**config.mk**
```make
export PLATFORM = sky130hd
export DESIGN_NAME = jam_cost_table
export DESIGN_NICKNAME = d
export VERILOG_FILES = /design/src/rtl/jam_pkg.sv /design/src/rtl/jam_cost_ram.sv /design/src/rtl/jam_cost_table.sv
export SDC_FILE = /design/constraint.sdc
export NUM_CORES = 1
export LEC_CHECK = 0
export CAP_MARGIN = 0
export CORE_MARGIN = 2
export CORE_UTILIZATION = 55
export CTS_CLUSTER_DIAMETER = 40
export DETAILED_ROUTE_END_ITERATION = 7
export GPL_ROUTABILITY_DRIVEN = 0
export PLACE_DENSITY = 0.7
export SYNTH_ARGS = -nofsm -noshare
export SYNTH_HDL_FRONTEND = slang
export SYNTH_SLANG_ARGS = --single-unit
```
**constraint.sdc**
```tcl
create_clock -name CLK -period 10.35 [get_ports CLK]
set_input_delay 1.5525 -clock CLK [delete_from_list [all_inputs] [get_ports CLK]]
set_output_delay 1.5525 -clock CLK [all_outputs]
set_load 0.01 [all_outputs]
```
**src/rtl/jam_pkg.sv**
```systemverilog
// Shared definitions for the job-assignment datapath: sizes, widths and the
// cost-table state encoding. The enumerator block imports this package too.
package jam_pkg;

  localparam int N   = 8;
  localparam int CW  = 7;
  localparam int LBW = 10;
  localparam int SW  = 13;
  localparam int AW  = $clog2(N);
  localparam int TAW = 2 * AW;

  typedef enum logic [1:0] {
    ST_EMPTY = 2'd0,
    ST_LOAD  = 2'd1,
    ST_READY = 2'd2
  } state_t;

  function automatic logic [CW-1:0] cost_min(input logic [CW-1:0] a, input logic [CW-1:0] b);
    return (b < a) ? b : a;
  endfunction

endpackage

```
**src/rtl/jam_cost_ram.sv**
```systemverilog
// N*N x CW cost register file: one write port, one registered read port.
// A read cycle with rd_en low returns zero, so downstream sees zeros
// until the table is usable.
module jam_cost_ram
  import jam_pkg::*;
(
  input  logic           CLK,
  input  logic           RST,
  input  logic           we,
  input  logic [TAW-1:0] wr_addr,
  input  logic [CW-1:0]  wr_data,
  input  logic           rd_en,
  input  logic [TAW-1:0] rd_addr,
  output logic [CW-1:0]  rd_data
);

  logic [CW-1:0] mem [N*N];

  // Storage write; contents are deliberately not cleared by reset.
  always_ff @(posedge CLK) begin
    if (we) mem[wr_addr] <= wr_data;
  end

  // Registered read, forced to zero when reads are not enabled.
  always_ff @(posedge CLK) begin
    if (RST || !rd_en) rd_data <= '0;
    else               rd_data <= mem[rd_addr];
  end

endmodule

```
**src/rtl/jam_cost_table.sv**
```systemverilog
// Cost store: accepts a row-major serial load of the cost matrix, tracks the
// sum of row minima and a checksum during the load, then serves (W,J)
// lookups with one cycle of registered latency.
//
//  state    | meaning
//  ---------+--------------------------------------------------
//  ST_EMPTY | nothing loaded, waiting for beat 0
//  ST_LOAD  | partial load in progress, cnt = next beat index
//  ST_READY | full table held, lookups served, load stream ignored
module jam_cost_table
  import jam_pkg::*;
(
  input  logic           CLK,
  input  logic           RST,
  input  logic           ld_valid,
  output logic           ld_ready,
  input  logic [CW-1:0]  ld_data,
  input  logic           clr,
  input  logic [AW-1:0]  W,
  input  logic [AW-1:0]  J,
  output logic [CW-1:0]  Cost,
  output logic           TableReady,
  output logic [LBW-1:0] LowerBound,
  output logic [SW-1:0]  CheckSum
);

  localparam logic [TAW-1:0] LAST_BEAT = TAW'(N * N - 1);
  localparam logic [AW-1:0]  LAST_J    = AW'(N - 1);

  state_t         state, next_state;
  logic [TAW-1:0] cnt;
  logic [CW-1:0]  row_min;
  logic [CW-1:0]  cur_min;
  logic [AW-1:0]  beat_j;
  logic           accept;

  assign accept  = ld_valid && ld_ready;
  assign beat_j  = cnt[AW-1:0];
  // Running minimum including the current beat; first beat of a row restarts it.
  assign cur_min = (beat_j == '0) ? ld_data : cost_min(row_min, ld_data);

  // State register; clr behaves like reset.
  always_ff @(posedge CLK) begin
    if (RST || clr) state <= ST_EMPTY;
    else            state <= next_state;
  end

  // Next-state and handshake/status outputs.
  always_comb begin
    next_state = state;
    ld_ready   = 1'b0;
    TableReady = 1'b0;
    case (state)
      ST_EMPTY: begin
        ld_ready = 1'b1;
        if (ld_valid) next_state = (cnt == LAST_BEAT) ? ST_READY : ST_LOAD;
      end
      ST_LOAD: begin
        ld_ready = 1'b1;
        if (ld_valid && cnt == LAST_BEAT) next_state = ST_READY;
      end
      ST_READY: begin
        TableReady = 1'b1;
      end
      default: next_state = ST_EMPTY;
    endcase
  end

  // Beat counter, row minimum and the two accumulators; all restart on EMPTY entry.
  always_ff @(posedge CLK) begin
    if (RST || clr) begin
      cnt        <= '0;
      row_min    <= '0;
      LowerBound <= '0;
      CheckSum   <= '0;
    end else if (accept) begin
      cnt      <= cnt + 1'b1;
      row_min  <= cur_min;
      CheckSum <= CheckSum + SW'(ld_data);
      if (beat_j == LAST_J) LowerBound <= LowerBound + LBW'(cur_min);
    end
  end

  jam_cost_ram u_ram (
    .CLK     (CLK),
    .RST     (RST),
    .we      (accept),
    .wr_addr (cnt),
    .wr_data (ld_data),
    .rd_en   ((state == ST_READY) && !clr),
    .rd_addr ({W, J}),
    .rd_data (Cost)
  );

endmodule

```
==> reports/metrics.csv, run 1 <==
metric,value,unit
outcome,completed,
initial antenna violation count,1,
Netlist cell types,64,
Starting Density,56.1,%
clock root cell,clkbuf_16,
"wirelength, routed",43.2,mm
register bit count reported by yosys,493,
top_reg_cell synth,edfxtp_1,
die width,195,um
Final Hold Vio Count,0,
clock-pin slew on the worst setup and hold paths,0.06,ns
HP Class,register to register,
Slew headroom,35.0,%
Tmin final,5.04,ns
GR Overflow Total,0,
Die ar.,37900,um^2
DR WL/cell,25.4,um
Setup WS pre-CTS,4.67,ns
Post-synth EDFFs,448,
"Setup violations, final",0,
hold-fix buffers at CTS,0,
PwrDens,196,nW/um^2
Avg Inst Size Synth,17.9,um^2
TritonCTS Buffers,59,
Post-Syn Area,20000,um^2
slew of the pin with the lowest slew margin,0.972,ns
I/O Buffers,48,
post-route ant nets,0,
cell area after placement,20800,um^2
yosys warns,0,
VDD IR-drop max,0.139,mV
clock sink count,493,
FILL cells,2417,
CTS tree,done,
H-tree depth,2,
num rows,69,
# Post-CTS Setup Buffers,0,
fmax,0.199,GHz
share of layout cells above drive strength 1,20.0,%
Post-route DRC,0,
"Net Count, Synth",1161,
Mapped Cells,1119,
HPWL Detailed,27.0,mm
Critical Path Fanout Max,69,
largest net degree at the start of global routing,70,
Die Ht,195,um
number of nets in the layout,1229,
first-pass GRT wire length,65.9,mm
Critical Path RT,10.89,ns
clock skew,0.0202,ns
core area,35700,um^2
asr flop ratio synth,0,%
vias in the first global route,10500,
ant diodes,0,
LEAKAGE,7.41,nW
crit path DAT,5.58,ns
Crit path largest cell delay,0.52,ns
# IOs,49,
setup ws final,5.31,ns
Max Root-Sink Buffers,3,
post-CTS sizing,0,
CP Launch Type,input port,
GRT Overall Usage,23.6,%
vias post-DR,10600,
via/cell ratio,6.22,
synthesis-to-finish area growth,14.2,%
DRT Pass-1 Iters,5,
Clock Latency Late Sink,0.61,ns
Max-Cap Viols,0,
sequential-to-total area share from yosys stat,71.8,%
Final Cycle Share,48.7,%
setup TNS,0,ns
initial DRC count,1007,
Max Slew Vio Count,0,
design area,22800,um^2
CP Cell Sequence,buf_2 > buf_4 > ha_1 > nand2_1 > o21ai_1 > a221oi_1 > nor2b_1 > o21a_1 > mux2_2 > ha_1 > inv_1 > fa_1 > nor2b_1 > o21ai_0 > a21boi_0 > o21ai_0 > or4_1 > nand3_1,
kind of critical path,input port to register,
critical path endpoint category,register,
slowest cell on the critical path,buf_4,
unrepaired setup endpoints after global routing,no,
synthesized netlist by cell type (4+ instances only):
master	instances	share of area (%)
nor2_1	104	2.0
dfxtp_1	45	4.5
and3_1	5	0.16
ha_1	23	1.4
buf_1	4	0.075
a21oi_1	32	0.80
a21o_1	4	0.15
nand3_1	20	0.50
buf_6	9	0.51
nor3_1	11	0.28
mux4_2	99	11
a22o_1	9	0.39
mux2_2	8	0.45
buf_2	13	0.33
xnor2_1	7	0.31
inv_1	21	0.39
o21a_1	5	0.19
nor2b_1	14	0.44
o31ai_1	4	0.15
nand2_1	53	0.99
buf_4	10	0.38
o21ai_0	15	0.38
or3_1	7	0.22
a22oi_1	7	0.26
edfxtp_1	448	67
mux2i_1	30	1.5
a211oi_1	7	0.26
a221oi_1	6	0.26
clkbuf_1	19	0.36
o21ai_1	4	0.10
mux4_1	8	1.1
nand4_1	10	0.31
o221ai_1	8	0.35
layout make-up:
cell class / instances / area [um^2] / area share, %
Multi-Input combinational cell: 547 / 5210 / 22.8
Clock inverter: 39 / 460 / 2.02
Clock buffer: 73 / 1600 / 7.00
Inverter: 22 / 82.6 / 0.362
Tap cell: 461 / 577 / 2.53
Sequential cell: 493 / 14400 / 62.8
Timing Repair Buffer: 64 / 562 / 2.46
through the flow:
step / std cells / total power [mW] / hold slack, ns / util, %
floorplan: 1119 / 2.34 / 0.442 / -
global placement: 1587 / 2.41 / 0.460 / 58.3
detailed placement: 1587 / 2.41 / 0.469 / 58.3
CTS: 1699 / 4.51 / 0.479 / 64.1
global route: 1699 / 4.61 / 0.500 / 64.1
finish: 1699 / 4.48 / 0.476 / 64.1
sequential cells by signal, indices dropped and copies added (netlist names):
signal         count
row_min            7
cnt                6
state              2
u_ram.mem        448
u_ram.rd_data      7
LowerBound        10
CheckSum          13
layout by cell type, fill, tap and decap left out, drive strengths merged, types with 14 or more instances in the layout:
cell type / n
nand3: 20
clkbuf: 73
nor2: 105
clkinv: 19
nand2: 53
ha: 23
dfxtp: 45
nor2b: 14
a21oi: 32
mux4: 107
o21ai: 20
buf: 26
mux2i: 30
edfxtp: 448
clkdlybuf4s50: 38
inv: 33
routing by layer:
metal / vias to the layer above / track usage (%) / wire length (um) / part of all wire, %
li1: 4642 / - / - / -
met1: 5390 / 34.5 / 18700 / 43
met2: 444 / 36.1 / 20100 / 47
met3: 94 / 4.18 / 3120 / 7.2
met4: 0 / 8.55 / 1300 / 3.0
met5: - / 0 / 0 / 0
where the power goes:
group | internal (mW) | leakage (nW) | switching (mW) | total, mW
Combinational | 0.0731 | 2.01 | 0.119 | 0.192
Clock | 1.27 | 1.00 | 0.839 | 2.11
Sequential | 2.17 | 4.39 | 0.00336 | 2.18
worst paths after layout:
check | startpoint | end | slack, ns | cells past startpoint
setup / recovery | ld_data[1] | LowerBound[6] | 5.31 | 18
hold / removal | LowerBound[9] | LowerBound[9] | 0.48 | 2
setup reg to reg | row_min[4] | LowerBound[6] | 6.41 | 16
hold reg to reg | LowerBound[9] | LowerBound[9] | 0.48 | 2
logic make-up (layout without fill, tap and decap cells):
kind of cell | Yosys count | in the layout | synth area share, %
muxes | 145 | 145 | 14.2
xor gates and xnor gates | 10 | 10 | 0.438
buffers and inverters | 79 | 198 | 2.18
DFF | 493 | 493 | 71.8
and+or+nand+nor | 246 | 246 | 5.68
AOI/OAI and AO/OA | 121 | 121 | 4.14
adders and majority gates | 25 | 25 | 1.64
worst max-delay path: cells and delay by family:
family / cells / cell delay (ns)
AOI/OAI and AO/OA: 6 / 1.38
adders and majority gates: 3 / 0.89
buffers and inverters: 3 / 0.65
muxes: 1 / 0.28
and+or+nand+nor: 5 / 0.81
Power figures use the tool's default switching activity.
==> inputs of run 2 (changes only) <==
==> constraint.sdc (replaced) <==
create_clock -name CLK -period 5.1 [get_ports CLK]
set_input_delay 0.765 -clock CLK [delete_from_list [all_inputs] [get_ports CLK]]
set_output_delay 0.765 -clock CLK [all_outputs]
set_load 0.01 [all_outputs]
==> run 2 against run 1 <==
- first-iteration DRC count rose by 21%
- critical path depth did not move
- routed wire length rose by 3.7%
- highest routed layer is now met5
- largest cell class unchanged
- sequential cell count did not move
==> reports/metrics.csv, run 2 (same netlist as run 1, synthesis figures left out) <==
metric,value,unit,change
largest net degree at the start of global routing,69,,was 70
worst reg2reg path depth,18,,was 16
core area,35700,um^2,unchanged
clock skew,0.0180,ns,was 0.0202 ns
Crit path largest cell delay,0.47,ns,was 0.52 ns
PwrDens,382,nW/um^2,was 196 nW/um^2
Non-Filler Instances,1694,,was 1699
TritonCTS Buffers,55,,was 59
design area,22600,um^2,was 22800 um^2
"CP delay by family, top",compound AO/OA/AOI/OAI gates,,unchanged
post-CTS sizing,0,,unchanged
min-delay src,ld_data[5],,was LowerBound[9]
"Setup violations, final",0,,unchanged
hold path depth,1,,was 2
vias post-DR,10700,,was 10600
H-tree depth,2,,unchanged
Max Slew Vio Count,0,,unchanged
most frequent cells in the layout,"448 x edfxtp_1, 104 x nor2_1, 99 x mux4_2",,unchanged
via/cell ratio,6.29,,was 6.22
clock-pin slew on the worst setup and hold paths,0.06,ns,about the same
first-pass GRT wire length,68.0,mm,was 65.9 mm
# IOs,49,,unchanged
FILL cells,2473,,was 2417
HPWL Detailed,27.8,mm,was 27.0 mm
final total power,8.66,mW,was 4.48 mW
initial antenna violation count,1,,unchanged
GR Overflow Total,0,,unchanged
Critical Path RT,5.64,ns,was 10.89 ns
dpl cells,1593,,was 1587
slowest cell on the critical path,dfxtp_1,,was buf_4
Die Ht,195,um,unchanged
slew of the pin with the lowest slew margin,0.935,ns,was 0.972 ns
post-route ant nets,0,,unchanged
synthesis-to-finish area growth,13.2,%,was 14.2%
Starting Density,56.1,%,unchanged
Slew headroom,37.5,%,was 35.0%
HP Class,input port to register,,was register to register
Largest Register,u_ram.mem,,unchanged
biggest regs,"u_ram.mem: 448 flops, CheckSum: 13 flops, LowerBound: 10 flops",,unchanged
cell area after placement,20900,um^2,was 20800 um^2
die width,195,um,unchanged
DR WL/cell,26.4,um,was 25.4 um
flop-to-flop setup slack,1.16,ns,was 6.41 ns
share of layout cells above drive strength 1,18.7,%,was 20.0%
number of nets in the layout,1231,,was 1229
clock root cell,clkbuf_16,,unchanged
DRT Pass-1 Iters,5,,unchanged
setup ws final,1.16,ns,was 5.31 ns
max reg flops,448,,unchanged
vias in the first global route,10700,,was 10500
Critical Path Fanout Max,3,,was 69
Setup WS pre-CTS,0.802,ns,was 4.67 ns
unrepaired setup endpoints after global routing,no,,unchanged
initial DRC count,1216,,was 1007
Final Cycle Share,77.2,%,
I/O Buffers,48,,unchanged
num rows,69,,unchanged
# Post-CTS Setup Buffers,0,,unchanged
CTS tree,done,,unchanged
Clock Latency Late Sink,0.61,ns,about the same
critical path endpoint category,register,,unchanged
hold-fix buffers at CTS,0,,unchanged
fmax,0.254,GHz,
crit path DAT,4.47,ns,was 5.58 ns
Final Hold Vio Count,0,,unchanged
LEAKAGE,7.31,nW,was 7.41 nW
"most common cell after layout, fill and taps aside",edfxtp_1,,unchanged
ant diodes,0,,unchanged
VDD IR-drop max,0.271,mV,was 0.139 mV
Reg-to-Reg Start,row_min[2],,was row_min[4]
Hold EP,u_ram.mem[17][5],,was LowerBound[9]
Max-Cap Viols,0,,unchanged
setup TNS,0,ns,unchanged
clock sink count,493,,unchanged
"wirelength, routed",44.8,mm,was 43.2 mm
Post-route DRC,0,,unchanged
CP Buf/Inv Count,3,,unchanged
Tmin final,3.94,ns,
outcome,completed,,unchanged
GRT Overall Usage,24.4,%,was 23.6%
kind of critical path,register to register,,was input port to register
Max Root-Sink Buffers,3,,unchanged
CP Launch Type,register,,was input port
CP Cell Sequence,inv_1 > ha_1 > a21oi_1 > o21ai_1 > a221oi_1 > buf_4 > nor2b_1 > o21a_1 > mux2_2 > ha_1 > inv_1 > fa_1 > nor2b_1 > o21ai_0 > a21boi_0 > o21ai_0 > or4_1 > nand3_1,,was buf_2 > buf_4 > ha_1 > nand2_1 > o21ai_1 > a221oi_1 > nor2b_1 > o21a_1 > mux2_2 > ha_1 > inv_1 > fa_1 > nor2b_1 > o21ai_0 > a21boi_0 > o21ai_0 > or4_1 > nand3_1
Die ar.,37900,um^2,unchanged
reg2reg end,LowerBound[6],,unchanged
## run 2: cell count changes in the layout (fill, tap and decap cells not counted), sizes merged
cell,previous run,this run
buf,26,32
bufinv,6,4
clkbuf,73,71
clkinv,19,18
clkinvlp,3,1
inv,33,29
## run 2: where the power goes
part	internal [mW]	total [mW]	switching, mW
sequential	4.41	4.42	0.00749
clock	2.24	3.83	1.59
combinational	0.155	0.406	0.251
total	6.81	8.66	1.85
## run 2: metrics by stage
stage	util, %	hold WS, ns
after global placement	58.5	0.461
final	63.5	0.472
after global routing	63.5	0.462
after detailed placement	58.5	0.461
after floorplan	-	0.442
after CTS	63.5	0.463
## run 2: area by class of cell
type / count / area, um^2 / area share, %
clock inverter: 30 / 319 / 1.41
sequential: 493 / 14400 / 63.4
multi-input combinational: 547 / 5210 / 23.0
clock buffer: 71 / 1460 / 6.43
inverter: 22 / 82.6 / 0.365
timing repair buffer: 70 / 644 / 2.85
tap: 461 / 577 / 2.55
## run 2: how the worst max path moves through the flow
stage | from | end | cells after the start
after floorplan | ld_data[4] | LowerBound[6] | 16
after global placement | ld_data[2] | LowerBound[6] | 18
after detailed placement | ld_data[2] | LowerBound[6] | 18
after CTS | row_min[2] | LowerBound[6] | 18
after global routing | row_min[2] | LowerBound[6] | 18
final | row_min[2] | LowerBound[6] | 18
## run 2: per-layer routing
metal / global-route usage [%] / wire length [um]
met1: 36.1 / 18700
met2: 36.4 / 20600
met3: 6.00 / 4120
met4: 7.52 / 1310
met5: 0 / 3
==> inputs of run 3 (changes only) <==
==> constraint.sdc (replaced) <==
create_clock -name CLK -period 3.9 [get_ports CLK]
set_input_delay 0.585 -clock CLK [delete_from_list [all_inputs] [get_ports CLK]]
set_output_delay 0.585 -clock CLK [all_outputs]
set_load 0.01 [all_outputs]
==> run 3 against run 2 <==
- setup slack got worse by 0.96 ns
- non-clock buffer count rose by 56
- global-route usage shrank 0.052 points
- critical path type unchanged
- sequential cell count unchanged
- clock skew is 0.00083 ns lower
- core utilization up 1.4 points
- critical endpoint is now LowerBound[9]
==> reports/metrics.csv, run 3 (same netlist as run 1, synthesis figures left out) <==
metric,value,unit,change
Max Slew Vio Count,0,,unchanged
Critical Path RT,4.35,ns,was 5.64 ns
core area,35700,um^2,unchanged
FILL cells,2441,,was 2473
VDD IR-drop max,0.349,mV,was 0.271 mV
die width,195,um,unchanged
hold-fix buffers at CTS,0,,unchanged
TritonCTS Buffers,54,,was 55
final total power,11.5,mW,was 8.66 mW
outcome,completed,,unchanged
Max-Cap Viols,0,,unchanged
CP Buf/Inv Count,4,,was 3
most frequent CP cell,buf_4,,
HP Class,input port to register,,unchanged
DRT Pass-1 Iters,5,,unchanged
combinational share of power,4.8,%,was 4.7%
"most common cell after layout, fill and taps aside",edfxtp_1,,unchanged
biggest regs,"u_ram.mem: 448 flops, CheckSum: 13 flops, LowerBound: 10 flops",,unchanged
initial DRC count,1162,,was 1216
Int Pwr,9.14,mW,was 6.81 mW
via/cell ratio,6.18,,was 6.29
Crit path largest cell delay,0.42,ns,was 0.47 ns
GR Overflow Total,0,,unchanged
clock skew,0.0171,ns,was 0.0180 ns
kind of critical path,register to register,,unchanged
Die ar.,37900,um^2,unchanged
I/O Buffers,48,,unchanged
CTS tree,done,,unchanged
# IOs,49,,unchanged
share of layout cells above drive strength 1,22.5,%,was 18.7%
Max Root-Sink Buffers,3,,unchanged
max reg flops,448,,unchanged
critical path endpoint category,register,,unchanged
Starting Density,56.1,%,unchanged
CP Cell Sequence,inv_1 > ha_1 > a21oi_1 > o21ai_1 > a221oi_1 > buf_4 > nor2b_1 > o21a_1 > buf_4 > mux2_2 > ha_1 > buf_4 > a21oi_1 > o21ai_0 > nor2b_1 > o311a_1 > mux2i_1,,was inv_1 > ha_1 > a21oi_1 > o21ai_1 > a221oi_1 > buf_4 > nor2b_1 > o21a_1 > mux2_2 > ha_1 > inv_1 > fa_1 > nor2b_1 > o21ai_0 > a21boi_0 > o21ai_0 > or4_1 > nand3_1
Slew headroom,42.5,%,was 37.5%
area of all sequential standard cells,14400,um^2,unchanged
clock share of power,44.8,%,was 44.3%
flop-to-flop setup slack,0.21,ns,was 1.16 ns
first-pass GRT wire length,68.3,mm,was 68.0 mm
GRT Overall Usage,24.4,%,about the same
Die Ht,195,um,unchanged
slew of the pin with the lowest slew margin,0.861,ns,was 0.935 ns
Tmin final,3.69,ns,was 3.94 ns
clock-pin slew on the worst setup and hold paths,0.06,ns,about the same
"wirelength, routed",45.2,mm,was 44.8 mm
largest net degree at the start of global routing,68,,was 69
CP Launch Type,register,,unchanged
Post-Route Utilization,64.9,%,was 63.5%
Final Cycle Share,94.7,%,was 77.2%
most frequent cells in the layout,"448 x edfxtp_1, 104 x nor2_1, 99 x mux4_2",,unchanged
clock sink count,493,,unchanged
"CP delay by family, top",compound AO/OA/AOI/OAI gates,,unchanged
crit path DAT,4.14,ns,was 4.47 ns
LEAKAGE,7.64,nW,was 7.31 nW
sequential share of power,50.3,%,was 51.1%
Switch Pwr,2.34,mW,was 1.85 mW
H-tree depth,2,,unchanged
vias in the first global route,10800,,was 10700
Clock Latency Late Sink,0.57,ns,was 0.61 ns
number of nets in the layout,1286,,was 1231
post-route ant nets,0,,unchanged
multi-input logic area,5220,um^2,was 5210 um^2
fmax,0.271,GHz,was 0.254 GHz
switching power as a share of total power,20.4,%,was 21.4%
synthesis-to-finish area growth,15.8,%,was 13.2%
Final Hold Vio Count,0,,unchanged
DR WL/cell,25.8,um,was 26.4 um
Post-route DRC,0,,unchanged
slowest cell on the critical path,dfxtp_1,,unchanged
PwrDens,496,nW/um^2,was 382 nW/um^2
Critical Path Fanout Max,7,,was 3
Largest Register,u_ram.mem,,unchanged
"Setup violations, final",0,,unchanged
num rows,69,,unchanged
vias post-DR,10800,,was 10700
clock root cell,clkbuf_16,,unchanged
initial antenna violation count,2,,was 1
HPWL Detailed,28.9,mm,was 27.8 mm
unrepaired setup endpoints after global routing,no,,unchanged
==> run 3: metal layers <==
metal | track usage (%) | part of all wire, % | vias to the layer above
met5 | 0 | 0.029 | -
met4 | 7.75 | 2.8 | 2
met3 | 5.36 | 8.0 | 91
met2 | 37.5 | 46 | 457
met1 | 35.2 | 43 | 5508
li1 | - | - | 4737
==> run 3: layout make-up <==
class | instances | area share (%)
Antenna cell | 1 | 0.0108
Clock buffer | 72 | 6.62
Clock inverter | 26 | 1.29
Inverter | 22 | 0.357
Multi-Input combinational cell | 547 | 22.5
Sequential cell | 493 | 62.0
Tap cell | 461 | 2.49
Timing Repair Buffer | 126 | 4.71
==> run 3: power groups by stage <==
stage | logic [mW] | clock network (mW) | registers (mW)
detailed placement | 0.554 | 0 | 5.89
CTS | 0.556 | 5.21 | 5.78
global placement | 0.545 | 0 | 5.89
global route | 0.594 | 5.41 | 5.78
finish | 0.554 | 5.15 | 5.78
floorplan | 0.323 | 0 | 5.89
==> run 3: through the flow <==
step                setup TNS [ns]  hold WS [ns]  worst slack, ns  std cells  instance area [um^2]
finish                           0         0.338            0.206       1748                 23200
global route                     0         0.356          0.00187       1747                 23200
CTS                              0         0.322            0.158       1747                 23100
detailed placement          -0.254         0.477           -0.129       1649                 21300
global placement           -0.0844         0.462          -0.0467       1649                 21300
floorplan                        0         0.442            0.136       1119                 20000
==> run 3: timing repair <==
item / in CTS / in global routing
resized for setup: 0 / 3
setup buffers: 0 / 0
setup endpoints to repair: 0 / 2
==> run 3: path summary, 6_finish.rpt <==
check	depth (start not counted)	startpoint	end
worst max register to register	17	row_min[2]	LowerBound[9]
worst max-delay path	17	row_min[2]	LowerBound[9]
worst min-delay path	1	ld_data[1]	u_ram.mem[6][1]
worst min register to register	2	CheckSum[2]	CheckSum[2]
